===== config.mk =====
export PLATFORM = sky130hd
export DESIGN_NAME = dco_cal_ctrl
export DESIGN_NICKNAME = d
export VERILOG_FILES = /design/src/rtl/dco_cal_ctrl_pkg.sv /design/src/rtl/dco_edge_counter.sv /design/src/rtl/dco_cal_ctrl.sv
export SDC_FILE = /design/constraint.sdc
export NUM_CORES = 1
export LEC_CHECK = 0
export ABC_AREA = 1
export ABC_CLOCK_PERIOD_IN_PS = 3400
export BUFFER_PORTS_ARGS = -buffer_cell sky130_fd_sc_hd__clkbuf_2
export CAP_MARGIN = 20
export CELL_PAD_IN_SITES_DETAIL_PLACEMENT = 1
export CELL_PAD_IN_SITES_GLOBAL_PLACEMENT = 1
export CORE_MARGIN = 2
export CORE_UTILIZATION = 41
export DETAILED_ROUTE_END_ITERATION = 8
export HOLD_SLACK_MARGIN = 0.1
export PLACE_DENSITY_LB_ADDON = 0.1
export SYNTH_ARGS = -nofsm -noshare
export SYNTH_HDL_FRONTEND = slang
export SYNTH_SLANG_ARGS = --single-unit

===== constraint.sdc =====
create_clock -name clk -period 3.4 [get_ports clk]
set_clock_uncertainty 0.15 [all_clocks]
set_input_delay 0.68 -clock clk [delete_from_list [all_inputs] [get_ports clk]]
set_output_delay 0.68 -clock clk [all_outputs]
set_load 0.005 [all_outputs]

===== src/rtl/dco_cal_ctrl_pkg.sv =====
`default_nettype none
//============================================================================
// Module      : dco_cal_ctrl_pkg
// Description : Shared definitions for the DCO calibration/lock sequencer:
//               state encoding, reset code and default gain/count constants.
// Revision    : 1.0 - initial release
//============================================================================
package dco_cal_ctrl_pkg;

    typedef enum logic [2:0] {
        ST_IDLE    = 3'd0,
        ST_SETTLE  = 3'd1,
        ST_MEASURE = 3'd2,
        ST_ADJUST  = 3'd3,
        ST_TRACK   = 3'd4
    } cal_state_t;

    // Mid-scale code: the first trial of the binary search.
    localparam logic [4:0] c_THRESH_RESET = 5'd16;
    localparam logic [2:0] c_BIT_IDX_MSB  = 3'd4;

    localparam int         c_N_WIN_DEF      = 4;
    localparam int         c_SETTLE_DEF     = 2;
    localparam int         c_LOCK_CNT_DEF   = 16;
    localparam int         c_UNLOCK_CNT_DEF = 4;
    localparam int         c_CNT_W_DEF      = 8;
    localparam logic [4:0] c_KDCO_TRACK_DEF = 5'd4;
    localparam logic [4:0] c_DCO_OFFSET_DEF = 5'd0;

    function automatic logic is_busy_state(input cal_state_t s);
        return (s == ST_SETTLE) || (s == ST_MEASURE) || (s == ST_ADJUST);
    endfunction

endpackage
`default_nettype wire


===== src/rtl/dco_edge_counter.sv =====
`default_nettype none
//============================================================================
// Module      : dco_edge_counter
// Description : Rising-edge detector on dco_clk (sampled on clk) feeding a
//               saturating counter with synchronous clear.
//   clk, reset : system clock, synchronous active-high reset
//   dco_clk    : DCO output sampled on clk
//   clear      : zero the count (wins over enable)
//   enable     : count rising edges while high
//   count      : edges counted, saturates at all-ones
// Revision    : 1.0 - initial release
//============================================================================
module dco_edge_counter #(
    parameter int CNT_W = 8
) (
    input  logic             clk,
    input  logic             reset,
    input  logic             dco_clk,
    input  logic             clear,
    input  logic             enable,
    output logic [CNT_W-1:0] count
);

    logic             r_dco_q;
    logic [CNT_W-1:0] r_count;
    logic             w_rise;

    assign w_rise = dco_clk & ~r_dco_q;
    assign count  = r_count;

    always_ff @(posedge clk) begin
        if (reset) begin
            r_dco_q <= 1'b0;
            r_count <= '0;
        end else begin
            r_dco_q <= dco_clk;
            if (clear) begin
                r_count <= '0;
            end else if (enable && w_rise && (r_count != {CNT_W{1'b1}})) begin
                r_count <= r_count + CNT_W'(1);
            end
        end
    end

endmodule
`default_nettype wire


===== src/rtl/dco_cal_ctrl.sv =====
`default_nettype none
//============================================================================
// Module      : dco_cal_ctrl
// Description : Calibration and lock sequencer for the 5-bit DCO. Binary
//               searches thresh_val against a reference-tick window with the
//               loop open, verifies the final code, then closes the loop and
//               reports lock from the loop-filter control word.
//   clk, reset          : system clock, synchronous active-high reset
//   start, stop         : control pulses (stop has priority)
//   ref_tick            : one-cycle pulse per reference period
//   dco_clk             : DCO output, sampled on clk
//   ctrl_sign, ctrl     : loop-filter output, sign-magnitude
//   target_cnt, cal_tol : expected edges per window, verify tolerance
//   lock_tol            : allowed |ctrl| for lock
//   thresh_val, kdco, dco_offset, loop_en : DCO / filter configuration
//   busy, cal_done, cal_fail, locked      : status
// Revision    : 1.0 - initial release
//============================================================================
module dco_cal_ctrl
    import dco_cal_ctrl_pkg::*;
#(
    parameter int         N_WIN      = c_N_WIN_DEF,
    parameter int         SETTLE     = c_SETTLE_DEF,
    parameter int         LOCK_CNT   = c_LOCK_CNT_DEF,
    parameter int         UNLOCK_CNT = c_UNLOCK_CNT_DEF,
    parameter logic [4:0] KDCO_TRACK = c_KDCO_TRACK_DEF,
    parameter logic [4:0] DCO_OFFSET = c_DCO_OFFSET_DEF,
    parameter int         CNT_W      = c_CNT_W_DEF
) (
    input  logic             clk,
    input  logic             reset,
    input  logic             start,
    input  logic             stop,
    input  logic             ref_tick,
    input  logic             dco_clk,
    input  logic             ctrl_sign,
    input  logic [4:0]       ctrl,
    input  logic [CNT_W-1:0] target_cnt,
    input  logic [CNT_W-1:0] cal_tol,
    input  logic [4:0]       lock_tol,
    output logic [4:0]       thresh_val,
    output logic [4:0]       kdco,
    output logic [4:0]       dco_offset,
    output logic             loop_en,
    output logic             busy,
    output logic             cal_done,
    output logic             cal_fail,
    output logic             locked
);

    localparam int c_TICK_MAX = (N_WIN > SETTLE) ? N_WIN : SETTLE;
    localparam int c_TICK_W   = $clog2(c_TICK_MAX + 1);
    localparam int c_IN_W     = $clog2(LOCK_CNT + 1);
    localparam int c_OUT_W    = $clog2(UNLOCK_CNT + 1);

    cal_state_t          r_state, w_state_nxt;
    logic [4:0]          r_thresh, w_thresh_nxt, w_code;
    logic [2:0]          r_bit_idx, w_bit_idx_nxt;
    logic                r_verify, w_verify_nxt;
    logic                r_cal_fail, w_cal_fail_nxt;
    logic                r_cal_done, w_cal_done_nxt;
    logic                r_locked, w_locked_nxt;
    logic [c_TICK_W-1:0] r_tick_cnt, w_tick_cnt_nxt;
    logic [c_IN_W-1:0]   r_in_cnt, w_in_cnt_nxt;
    logic [c_OUT_W-1:0]  r_out_cnt, w_out_cnt_nxt;
    logic                r_loop_en;
    logic [4:0]          r_kdco;
    logic                r_busy;
    logic                w_edge_clear;
    logic [CNT_W-1:0]    w_edge_cnt;
    logic [CNT_W:0]      w_diff;
    logic                w_unused_sign;

    // Lock qualification uses magnitude only.
    assign w_unused_sign = ctrl_sign;

    dco_edge_counter #(
        .CNT_W (CNT_W)
    ) u_edge_counter (
        .clk     (clk),
        .reset   (reset),
        .dco_clk (dco_clk),
        .clear   (w_edge_clear),
        .enable  (r_state == ST_MEASURE),
        .count   (w_edge_cnt)
    );

    // |edge_cnt - target_cnt| without wrap, one bit wider than the counter.
    assign w_diff = (w_edge_cnt >= target_cnt)
                  ? ({1'b0, w_edge_cnt} - {1'b0, target_cnt})
                  : ({1'b0, target_cnt} - {1'b0, w_edge_cnt});

    always_comb begin
        w_state_nxt    = r_state;
        w_thresh_nxt   = r_thresh;
        w_bit_idx_nxt  = r_bit_idx;
        w_verify_nxt   = r_verify;
        w_cal_fail_nxt = r_cal_fail;
        w_cal_done_nxt = 1'b0;
        w_locked_nxt   = r_locked;
        w_tick_cnt_nxt = r_tick_cnt;
        w_in_cnt_nxt   = r_in_cnt;
        w_out_cnt_nxt  = r_out_cnt;
        w_edge_clear   = 1'b0;
        w_code         = r_thresh;

        if (stop) begin
            w_state_nxt    = ST_IDLE;
            w_cal_fail_nxt = 1'b0;
            w_locked_nxt   = 1'b0;
            w_tick_cnt_nxt = '0;
            w_in_cnt_nxt   = '0;
            w_out_cnt_nxt  = '0;
        end else if (start && ((r_state == ST_IDLE) || (r_state == ST_TRACK))) begin
            w_state_nxt    = ST_SETTLE;
            w_thresh_nxt   = c_THRESH_RESET;
            w_bit_idx_nxt  = c_BIT_IDX_MSB;
            w_verify_nxt   = 1'b0;
            w_cal_fail_nxt = 1'b0;
            w_locked_nxt   = 1'b0;
            w_tick_cnt_nxt = '0;
            w_in_cnt_nxt   = '0;
            w_out_cnt_nxt  = '0;
        end else begin
            case (r_state)
                ST_SETTLE: begin
                    if (ref_tick) begin
                        if (r_tick_cnt == c_TICK_W'(SETTLE - 1)) begin
                            w_tick_cnt_nxt = '0;
                            w_edge_clear   = 1'b1;
                            w_state_nxt    = ST_MEASURE;
                        end else begin
                            w_tick_cnt_nxt = r_tick_cnt + c_TICK_W'(1);
                        end
                    end
                end
                ST_MEASURE: begin
                    // The closing tick's own cycle is still counted because
                    // the counter is enabled by the registered state.
                    if (ref_tick) begin
                        if (r_tick_cnt == c_TICK_W'(N_WIN - 1)) begin
                            w_tick_cnt_nxt = '0;
                            w_state_nxt    = ST_ADJUST;
                        end else begin
                            w_tick_cnt_nxt = r_tick_cnt + c_TICK_W'(1);
                        end
                    end
                end
                ST_ADJUST: begin
                    if (!r_verify) begin
                        // Too few edges means the DCO is too slow: drop the
                        // trial bit to speed it up.
                        if (w_edge_cnt < target_cnt) begin
                            w_code[r_bit_idx] = 1'b0;
                        end
                        if (r_bit_idx != 3'd0) begin
                            w_code[r_bit_idx - 3'd1] = 1'b1;
                            w_bit_idx_nxt            = r_bit_idx - 3'd1;
                        end else begin
                            w_verify_nxt = 1'b1;
                        end
                        w_thresh_nxt = w_code;
                        w_state_nxt  = ST_SETTLE;
                    end else begin
                        if (w_diff > {1'b0, cal_tol}) begin
                            w_cal_fail_nxt = 1'b1;
                        end
                        w_cal_done_nxt = 1'b1;
                        w_state_nxt    = ST_TRACK;
                    end
                end
                ST_TRACK: begin
                    if (ref_tick) begin
                        if (ctrl <= lock_tol) begin
                            if (r_in_cnt != c_IN_W'(LOCK_CNT)) begin
                                w_in_cnt_nxt = r_in_cnt + c_IN_W'(1);
                            end
                            w_out_cnt_nxt = '0;
                            if (r_in_cnt >= c_IN_W'(LOCK_CNT - 1)) begin
                                w_locked_nxt = 1'b1;
                            end
                        end else begin
                            if (r_out_cnt != c_OUT_W'(UNLOCK_CNT)) begin
                                w_out_cnt_nxt = r_out_cnt + c_OUT_W'(1);
                            end
                            w_in_cnt_nxt = '0;
                            if (r_out_cnt >= c_OUT_W'(UNLOCK_CNT - 1)) begin
                                w_locked_nxt = 1'b0;
                            end
                        end
                    end
                end
                default: begin
                end
            endcase
        end
    end

    always_ff @(posedge clk) begin
        if (reset) begin
            r_state    <= ST_IDLE;
            r_thresh   <= c_THRESH_RESET;
            r_bit_idx  <= c_BIT_IDX_MSB;
            r_verify   <= 1'b0;
            r_cal_fail <= 1'b0;
            r_cal_done <= 1'b0;
            r_locked   <= 1'b0;
            r_tick_cnt <= '0;
            r_in_cnt   <= '0;
            r_out_cnt  <= '0;
            r_loop_en  <= 1'b0;
            r_kdco     <= 5'd0;
            r_busy     <= 1'b0;
        end else begin
            r_state    <= w_state_nxt;
            r_thresh   <= w_thresh_nxt;
            r_bit_idx  <= w_bit_idx_nxt;
            r_verify   <= w_verify_nxt;
            r_cal_fail <= w_cal_fail_nxt;
            r_cal_done <= w_cal_done_nxt;
            r_locked   <= w_locked_nxt;
            r_tick_cnt <= w_tick_cnt_nxt;
            r_in_cnt   <= w_in_cnt_nxt;
            r_out_cnt  <= w_out_cnt_nxt;
            // Configuration outputs are registered from the next state so
            // they switch on the same edge as the state itself.
            r_loop_en  <= (w_state_nxt == ST_TRACK);
            r_kdco     <= (w_state_nxt == ST_TRACK) ? KDCO_TRACK : 5'd0;
            r_busy     <= is_busy_state(w_state_nxt);
        end
    end

    assign thresh_val = r_thresh;
    assign kdco       = r_kdco;
    assign dco_offset = DCO_OFFSET;
    assign loop_en    = r_loop_en;
    assign busy       = r_busy;
    assign cal_done   = r_cal_done;
    assign cal_fail   = r_cal_fail;
    assign locked     = r_locked;

endmodule
`default_nettype wire


==> flow_results.xml, run 1 <==
<?xml version="1.0" encoding="UTF-8"?>
<metrics>
  <group name="status">
    <metric name="outcome" unit="">finished clean</metric>
  </group>
  <group name="finish">
    <metric name="mostFrequentLayoutCells" unit="">122 x nand2_1, 88 x inv_1, 42 x ha_1, 42 x clkbuf_2, 38 x a21oi_1</metric>
    <metric name="nNetsFinal" unit="">627</metric>
    <metric name="n_fill_cell" unit="">1100</metric>
    <metric name="finish.utilization" unit="%">48.4</metric>
    <metric name="layout.area.seq" unit="um^2">741</metric>
    <metric name="area.growth.synth_to_final" unit="%">13.5</metric>
    <metric name="multi_input_area" unit="um^2">2150</metric>
    <metric name="antenna_cells_inserted" unit="">0</metric>
    <metric name="drive_gt1_share" unit="%">17.1</metric>
    <metric name="mostFrequentLayoutCell" unit="">nand2_1</metric>
  </group>
  <group name="grt">
    <metric name="grt_max_degree" unit="">13</metric>
    <metric name="first_global_vias" unit="">3275</metric>
    <metric name="number_of_antenna_violations_at_the_first_check_in_global_routing" unit="">0</metric>
    <metric name="globalRoute.totalOverflow" unit="">0</metric>
    <metric name="grt.total_usage" unit="%">20.3</metric>
    <metric name="grt_first_pass_wirelength" unit="um">14600</metric>
  </group>
  <group name="synth">
    <metric name="postSynthRegisterBits" unit="">37</metric>
    <metric name="async_flop_share" unit="%">0</metric>
    <metric name="syn_area" unit="um^2">3330</metric>
    <metric name="syn_inst" unit="">497</metric>
    <metric name="most_used_flip_flop_cell_after_synthesis" unit="">dfxtp_1</metric>
    <metric name="ys_types" unit="">42</metric>
    <metric name="number_of_flops_mapped_to_enable_cells_by_yosys" unit="">0</metric>
    <metric name="post_synth.cell_area_avg" unit="um^2">6.70</metric>
    <metric name="synth_warnings" unit="">0</metric>
    <metric name="yosysSeqAreaShare" unit="%">22.2</metric>
  </group>
  <group name="timing">
    <metric name="post-route-period-util" unit="%">89.8</metric>
    <metric name="slew_violations" unit="">0</metric>
    <metric name="finalHoldViolations" unit="">0</metric>
    <metric name="holdWs" unit="ns">0.323</metric>
    <metric name="max_clock_freq" unit="MHz">327</metric>
    <metric name="setup_total_negative_slack" unit="ns">0</metric>
    <metric name="setup_violations" unit="">0</metric>
    <metric name="min_period" unit="ns">3.05</metric>
    <metric name="setup_slack" unit="ns">0.346</metric>
    <metric name="setup_repair_after_global_routing_missed_its_margin" unit="">false</metric>
  </group>
  <group name="drt">
    <metric name="drc" unit="">0</metric>
    <metric name="totalWireLength" unit="um">8300</metric>
    <metric name="route.top_layer_used" unit="">met4</metric>
    <metric name="first_iter_violations" unit="">69</metric>
    <metric name="routed_antenna_nets" unit="">0</metric>
    <metric name="wire_per_inst" unit="um">12.7</metric>
    <metric name="drt-vias-per-instance" unit="">4.90</metric>
    <metric name="wirelength_met1" unit="um">3930</metric>
    <metric name="drt-pass1-iter-count" unit="">4</metric>
    <metric name="via_count" unit="">3197</metric>
    <metric name="wl_met3" unit="um">173</metric>
    <metric name="dr_wl_met2" unit="um">4140</metric>
  </group>
  <group name="worst_setup_path">
    <metric name="critPathArrivalTime" unit="ns">3.13</metric>
    <metric name="critical_path.max_stage_delay" unit="ns">0.36</metric>
    <metric name="critPathBufInv" unit="">5</metric>
    <metric name="crit_cells" unit="">26</metric>
    <metric name="critPathLaunchType" unit="">input pin</metric>
    <metric name="number_of_cells_on_the_worst_reg_to_reg_path" unit="">23</metric>
    <metric name="timing.critical_path.fanout_max" unit="">7</metric>
    <metric name="crit_path_top_delay_cell" unit="">ha_1</metric>
    <metric name="timing.critical_path.mode_cell" unit="">nand2_1</metric>
    <metric name="critPathCaptureType" unit="">register</metric>
    <metric name="path_delay_family" unit="">simple AND/OR/NAND/NOR gates</metric>
    <metric name="worstSetupPathType" unit="">input pin to register</metric>
    <metric name="timing.critical_path.required" unit="ns">3.48</metric>
  </group>
  <group name="pwr">
    <metric name="switching_fraction" unit="%">28.8</metric>
    <metric name="power_frac_seq" unit="%">42.9</metric>
    <metric name="share_comb_of_total_power" unit="%">20.1</metric>
    <metric name="p_int" unit="uW">741</metric>
    <metric name="leakage" unit="uW">0.00198</metric>
    <metric name="clock_power_share" unit="%">37.0</metric>
    <metric name="pwr_dens" unit="nW/um^2">275</metric>
    <metric name="power.net_switching" unit="uW">300</metric>
    <metric name="ir_worst_vdd" unit="V">0.000148</metric>
  </group>
  <group name="placed_design">
    <metric name="detailedPlace.worstSlack" unit="ns">0.0349</metric>
    <metric name="place.gp.congestion" unit="">0.812</metric>
    <metric name="place_hpwl" unit="um">7130</metric>
    <metric name="portBuffers" unit="">42</metric>
  </group>
  <group name="clock_network">
    <metric name="root_buffer" unit="">clkbuf_8</metric>
    <metric name="clock_net_sink_count" unit="">37</metric>
    <metric name="path_clk_slew" unit="ns">0.08</metric>
    <metric name="worst_skew_pair.late_latency" unit="ns">0.29</metric>
    <metric name="post-cts-setup-buffer-count" unit="">0</metric>
    <metric name="post_cts_resize_count" unit="">0</metric>
    <metric name="cts-buffers-inserted" unit="">5</metric>
    <metric name="tritoncts_clock_tree" unit="">done</metric>
    <metric name="total_number_of_h_tree_levels" unit="">2</metric>
    <metric name="cts_max_path_buffers" unit="">2</metric>
    <metric name="cts-hold-fix-buffers" unit="">0</metric>
  </group>
  <group name="die">
    <metric name="core_area" unit="um^2">7810</metric>
    <metric name="die_y" unit="um">94.2</metric>
    <metric name="top_level_ports" unit="">53</metric>
    <metric name="die_width" unit="um">94.2</metric>
    <metric name="initial_utilization" unit="%">42.7</metric>
    <metric name="num_rows" unit="">32</metric>
    <metric name="design.die.area" unit="um^2">8860</metric>
  </group>
  <group name="flow_run">
    <metric name="maxCapViolCount" unit="">0</metric>
  </group>
  <group name="worst_hold_path">
    <metric name="hold_crit_class" unit="">register to register</metric>
    <metric name="hold_depth" unit="">2</metric>
  </group>
</metrics>
cell type report:
cell class	instances	share of cell area (%)
clock inverter	2	1.03
tap	102	3.38
timing repair buffer	51	7.35
clock buffer	6	1.92
multi-input combinational	357	56.9
inverter	98	9.79
sequential	37	19.6
registers in the layout, summed over array words and instances, names as in the netlist, 3 cells and up:
signal                cells
r_bit_idx                 3
r_in_cnt                  5
r_out_cnt                 3
r_state                   3
r_tick_cnt                3
thresh_val                5
u_edge_counter.count      8
power groups by stage:
stage / sequential (uW) / combinational [uW] / clock (uW)
finish: 446 / 210 / 385
global route: 447 / 246 / 414
CTS: 446 / 214 / 400
detailed placement: 456 / 213 / 0
global placement: 456 / 204 / 0
floorplan: 455 / 153 / 0
metrics by stage:
| step | cells | total power, uW | instance area (um^2) |
|---|---|---|---|
| 2_1_floorplan | 505 | 608 | 3360 |
| 3_3_place_gp | 645 | 660 | 3670 |
| 3_5_place_dp | 645 | 669 | 3670 |
| 4_1_cts | 653 | 1060 | 3780 |
| 5_1_grt | 653 | 1110 | 3780 |
| 6_report | 653 | 1040 | 3780 |
cells by family after synthesis:
family                     after synthesis  share of synthesized area [%]
muxes                                    1                          0.300
other                                    1                          0.113
and+or+nand+nor                        210                           28.9
DFF                                     37                           22.2
xor gates and xnor gates                12                           3.15
buffers and inverters                  111                           14.0
adders and majority gates               44                           17.0
AOI/OAI and AO/OA                       81                           14.3
worst min-delay path: stages (launching register included):
cell     delay, ns
dfxtp_1       0.32
o31ai_1       0.06
nand2_1       0.05
synthesized netlist by cell type, drive strengths merged, types with 2 or more instances:
cell type | number | area (um^2)
nand2 | 129 | 512
inv | 98 | 370
ha | 42 | 526
a21oi | 40 | 208
nor2 | 38 | 160
dfxtp | 37 | 741
nand3 | 25 | 145
o21ai | 24 | 135
buf | 12 | 93.8
xor2 | 12 | 105
nand4 | 10 | 68.8
nor3 | 6 | 62.6
o211ai | 5 | 37.5
a211oi | 3 | 22.5
o21bai | 3 | 22.5
fa | 2 | 40.0
o31ai | 2 | 20.0
final timing paths:
check	startpoint	to	slack [ns]
worst max-delay path	target_cnt[4]	cal_fail$_SDFFE_PP0P_	0.35
worst min register to register	thresh_val[4]$_SDFFE_PP1P_	thresh_val[4]$_SDFFE_PP1P_	0.32
worst max register to register	u_edge_counter.count[0]$_SDFFE_PP0P_	cal_fail$_SDFFE_PP0P_	0.41
worst min-delay path	thresh_val[4]$_SDFFE_PP1P_	thresh_val[4]$_SDFFE_PP1P_	0.32
layer usage:
| metal | up-vias | global-route usage (%) |
|---|---|---|
| met3 | 4 | 2.49 |
| met1 | 1488 | 25.6 |
| li1 | 1667 | - |
| met5 | - | 0 |
| met2 | 38 | 37.0 |
| met4 | 0 | 3.86 |
No activity file was read; power rests on OpenSTA's default activity.
==> run 2, diff against run 1 <==
--- a/config.mk
+++ b/config.mk
@@ -5,14 +5,13 @@
 export SDC_FILE = /design/constraint.sdc
 export NUM_CORES = 1
 export LEC_CHECK = 0
-export ABC_AREA = 1
 export ABC_CLOCK_PERIOD_IN_PS = 3400
 export BUFFER_PORTS_ARGS = -buffer_cell sky130_fd_sc_hd__clkbuf_2
 export CAP_MARGIN = 20
 export CELL_PAD_IN_SITES_DETAIL_PLACEMENT = 1
 export CELL_PAD_IN_SITES_GLOBAL_PLACEMENT = 1
 export CORE_MARGIN = 2
-export CORE_UTILIZATION = 41
+export CORE_UTILIZATION = 42
 export DETAILED_ROUTE_END_ITERATION = 8
 export HOLD_SLACK_MARGIN = 0.1
 export PLACE_DENSITY_LB_ADDON = 0.1
==> run 2 against run 1 <==
  * The run now ends with negative setup slack left
  * Critical path depth is 12 lower
  * Non-clock buffer count is 35 higher
  * First-iteration DRC count is 42% lower
  * Global-route usage is 2.5 points higher
  * Area after synthesis is 8.0% lower
  * Sequential cell count stayed put
==> flow_results.xml, run 2 <==
<?xml version="1.0" encoding="UTF-8"?>
<metrics>
  <group name="pwr">
    <metric name="share_comb_of_total_power" unit="%">23.1</metric>
    <metric name="clock_power_share" unit="%">31.8</metric>
    <metric name="leakage" unit="uW">0.00175</metric>
    <metric name="power.net_switching" unit="uW">277</metric>
    <metric name="switching_fraction" unit="%">28.1</metric>
    <metric name="total_power" unit="uW">984</metric>
    <metric name="ir_worst_vdd" unit="V">0.000226</metric>
    <metric name="power_frac_seq" unit="%">45.1</metric>
    <metric name="pwr_dens" unit="nW/um^2">251</metric>
    <metric name="p_int" unit="uW">707</metric>
  </group>
  <group name="worst_setup_path">
    <metric name="r2r_setup_slack" unit="ns">-0.08</metric>
    <metric name="worstSetupPathType" unit="">input pin to register</metric>
    <metric name="timing.critical_path.required" unit="ns">3.44</metric>
    <metric name="critPathLaunchType" unit="">input pin</metric>
    <metric name="timing.critical_path.fanout_max" unit="">3</metric>
    <metric name="critPathCaptureType" unit="">register</metric>
    <metric name="critPathArrivalTime" unit="ns">3.62</metric>
    <metric name="number_of_cells_on_the_worst_reg_to_reg_path" unit="">12</metric>
    <metric name="crit-reg2reg-launch" unit="">u_edge_counter.count[4]$_SDFFE_PP0P_</metric>
    <metric name="r2r_end" unit="">cal_fail$_SDFFE_PP0P_</metric>
  </group>
  <group name="timing">
    <metric name="post-route-period-util" unit="%">105</metric>
    <metric name="setup_total_negative_slack" unit="ns">-0.176</metric>
    <metric name="finalHoldViolations" unit="">0</metric>
    <metric name="setup_slack" unit="ns">-0.176</metric>
    <metric name="slew_violations" unit="">0</metric>
    <metric name="worst-slew-pin-transition" unit="ns">0.657</metric>
    <metric name="max_clock_freq" unit="MHz">280</metric>
    <metric name="min_period" unit="ns">3.58</metric>
    <metric name="setup_repair_after_global_routing_missed_its_margin" unit="">true</metric>
    <metric name="setup_violations" unit="">1</metric>
    <metric name="timing.max_slew.rel_slack" unit="%">56.1</metric>
  </group>
  <group name="drt">
    <metric name="drt-pass1-iter-count" unit="">4</metric>
    <metric name="wire_per_inst" unit="um">15.2</metric>
    <metric name="drt-vias-per-instance" unit="">5.22</metric>
    <metric name="routed_antenna_nets" unit="">0</metric>
    <metric name="via_count" unit="">2966</metric>
    <metric name="totalWireLength" unit="um">8640</metric>
    <metric name="drc" unit="">0</metric>
    <metric name="first_iter_violations" unit="">40</metric>
  </group>
  <group name="finish">
    <metric name="largest_register_ffs" unit="">8</metric>
    <metric name="nNetsFinal" unit="">546</metric>
    <metric name="antenna_cells_inserted" unit="">0</metric>
    <metric name="mostFrequentLayoutCells" unit="">45 x inv_1, 40 x clkbuf_2, 40 x buf_4, 38 x a21oi_1, 37 x dfxtp_1</metric>
    <metric name="mostFrequentLayoutCell" unit="">inv_1</metric>
    <metric name="drive_gt1_share" unit="%">25.2</metric>
    <metric name="area.growth.synth_to_final" unit="%">28.2</metric>
    <metric name="finish.utilization" unit="%">54.7</metric>
    <metric name="n_fill_cell" unit="">904</metric>
    <metric name="postLayoutCellArea" unit="um^2">3930</metric>
  </group>
  <group name="clock_network">
    <metric name="tritoncts_clock_tree" unit="">done</metric>
    <metric name="cts_max_path_buffers" unit="">2</metric>
    <metric name="path_clk_slew" unit="ns">0.07</metric>
    <metric name="total_number_of_h_tree_levels" unit="">2</metric>
    <metric name="worst_skew_pair.late_latency" unit="ns">0.28</metric>
    <metric name="root_buffer" unit="">clkbuf_8</metric>
    <metric name="cts-buffers-inserted" unit="">5</metric>
    <metric name="cts-hold-fix-buffers" unit="">0</metric>
    <metric name="clock_net_sink_count" unit="">37</metric>
  </group>
  <group name="synth">
    <metric name="synth.largest_area_cell" unit="">dfxtp_1</metric>
    <metric name="synth_largest_type_area_fraction" unit="%">24.2</metric>
    <metric name="yosysSeqAreaShare" unit="%">24.2</metric>
    <metric name="yosysMostFrequentCell" unit="">inv_1</metric>
    <metric name="syn_area" unit="um^2">3060</metric>
    <metric name="synth_warnings" unit="">0</metric>
    <metric name="ys_types" unit="">55</metric>
    <metric name="async_flop_share" unit="%">0</metric>
    <metric name="number_of_flops_mapped_to_enable_cells_by_yosys" unit="">0</metric>
    <metric name="postSynthRegisterBits" unit="">37</metric>
    <metric name="most_used_flip_flop_cell_after_synthesis" unit="">dfxtp_1</metric>
    <metric name="synth_top_cells_by_count" unit="">49 x inv_1, 42 x ha_1, 38 x a21oi_1</metric>
    <metric name="syn_inst" unit="">386</metric>
    <metric name="synthTopCellsByArea" unit="">dfxtp_1 24%, ha_1 17%, a21oi_1 6.2%, inv_1 6.0%, nor2_1 3.9%</metric>
    <metric name="post_synth.cell_area_avg" unit="um^2">7.94</metric>
  </group>
  <group name="status">
    <metric name="violations" unit="">negative setup slack</metric>
    <metric name="outcome" unit="">finished, violations left</metric>
  </group>
  <group name="die">
    <metric name="num_rows" unit="">31</metric>
    <metric name="core_area" unit="um^2">7180</metric>
    <metric name="die_width" unit="um">89.4</metric>
    <metric name="initial_utilization" unit="%">42.7</metric>
    <metric name="design.die.area" unit="um^2">8000</metric>
    <metric name="die_y" unit="um">89.4</metric>
    <metric name="top_level_ports" unit="">53</metric>
  </group>
  <group name="grt">
    <metric name="globalRoute.totalOverflow" unit="">0</metric>
    <metric name="grt_first_pass_wirelength" unit="um">14300</metric>
    <metric name="number_of_antenna_violations_at_the_first_check_in_global_routing" unit="">0</metric>
    <metric name="first_global_vias" unit="">3110</metric>
    <metric name="grt.total_usage" unit="%">22.8</metric>
    <metric name="grt_max_degree" unit="">16</metric>
  </group>
  <group name="worst_hold_path">
    <metric name="hold_depth" unit="">2</metric>
    <metric name="min_delay_worst_endpoint" unit="">thresh_val[2]$_SDFFE_PP0P_</metric>
    <metric name="hold_path_startpoint" unit="">thresh_val[2]$_SDFFE_PP0P_</metric>
    <metric name="hold_crit_class" unit="">register to register</metric>
  </group>
  <group name="placed_design">
    <metric name="place_hpwl" unit="um">6860</metric>
    <metric name="detailed_place.area" unit="um^2">3740</metric>
    <metric name="portBuffers" unit="">42</metric>
    <metric name="place.gp.congestion" unit="">0.836</metric>
    <metric name="detailedPlace.worstSlack" unit="ns">-0.572</metric>
  </group>
  <group name="flow_run">
    <metric name="maxCapViolCount" unit="">0</metric>
  </group>
</metrics>
## run 2: kinds of logic after synthesis
kind of cell               count (synthesis)  share of synthesized area (%)
muxes                                      9                           3.39
other                                      1                          0.122
AOI/OAI and AO/OA                        101                           20.9
adders and majority gates                 44                           18.5
xor gates and xnor gates                  14                           4.00
buffers and inverters                     67                           9.76
DFF                                       37                           24.2
and+or+nand+nor                          113                           19.2
## run 2: power by group through the flow
stage               sequential, uW  combinational (uW)  clock (uW)
finish                         444                 227         313
global route                   445                 254         349
CTS                            444                 227         323
detailed placement             454                 219           0
global placement               454                 208           0
floorplan                      453                 140           0
## run 2: worst max-delay path by stage
stage | startpoint | slack [ns] | cells after the start | endpoint
floorplan | target_cnt[6] | -0.23 | 14 | cal_fail$_SDFFE_PP0P_
global placement | target_cnt[6] | -0.37 | 15 | cal_fail$_SDFFE_PP0P_
detailed placement | target_cnt[4] | -0.57 | 15 | cal_fail$_SDFFE_PP0P_
CTS | target_cnt[6] | -0.17 | 14 | cal_fail$_SDFFE_PP0P_
global route | target_cnt[0] | -0.30 | 16 | cal_fail$_SDFFE_PP0P_
finish | target_cnt[4] | -0.18 | 14 | cal_fail$_SDFFE_PP0P_
## run 2: what timing repair did
| action | 4_1_cts | 5_1_grt |
|---|---|---|
| hold endpoints to repair | 0 | 0 |
| pin swaps | 13 | 2 |
| endpoints found under the setup margin | 1 | 1 |
| resized for setup | 13 | 1 |
| buffers inserted | 2 | 0 |
## run 2: final cells by class
type                       count  area (um^2)  share of cell area [%]
multi-input combinational    290         2180                    55.6
timing repair buffer          86          593                    15.1
inverter                      49          199                    5.07
clock buffer                   7         86.3                    2.20
tap                           99          124                    3.15
sequential                    37          741                    18.9
## run 2: worst max-delay path: stages
cell and delay, ns:
clkbuf_8 0.12, inv_4 0.05, ha_4 0.19, a21o_1 0.17
a221o_1 0.37, a21o_1 0.22, mux2_4 0.33, mux2_4 0.31
a311oi_2 0.25, ha_1 0.19, nand4_1 0.13, o211ai_1 0.23
a21oi_1 0.10, a221oi_1 0.27
## run 2: metrics by stage
| step | std cells | hold WS [ns] |
|---|---|---|
| 2_1_floorplan | 394 | 0.311 |
| 3_3_place_gp | 559 | 0.313 |
| 3_5_place_dp | 559 | 0.319 |
| 4_1_cts | 568 | 0.330 |
| 5_1_grt | 568 | 0.349 |
| 6_report | 568 | 0.324 |
## run 2: layer usage
metal  wire length, um  global-route usage, %  up-vias  part of all wire [%]
met3               212                   2.68       11                   2.5
li1                  -                      -     1504                     -
met5                 0                      0        -                     0
met2              4490                   43.4       42                    52
met1              3800                   26.5     1409                    44
met4               133                   6.38        0                   1.5
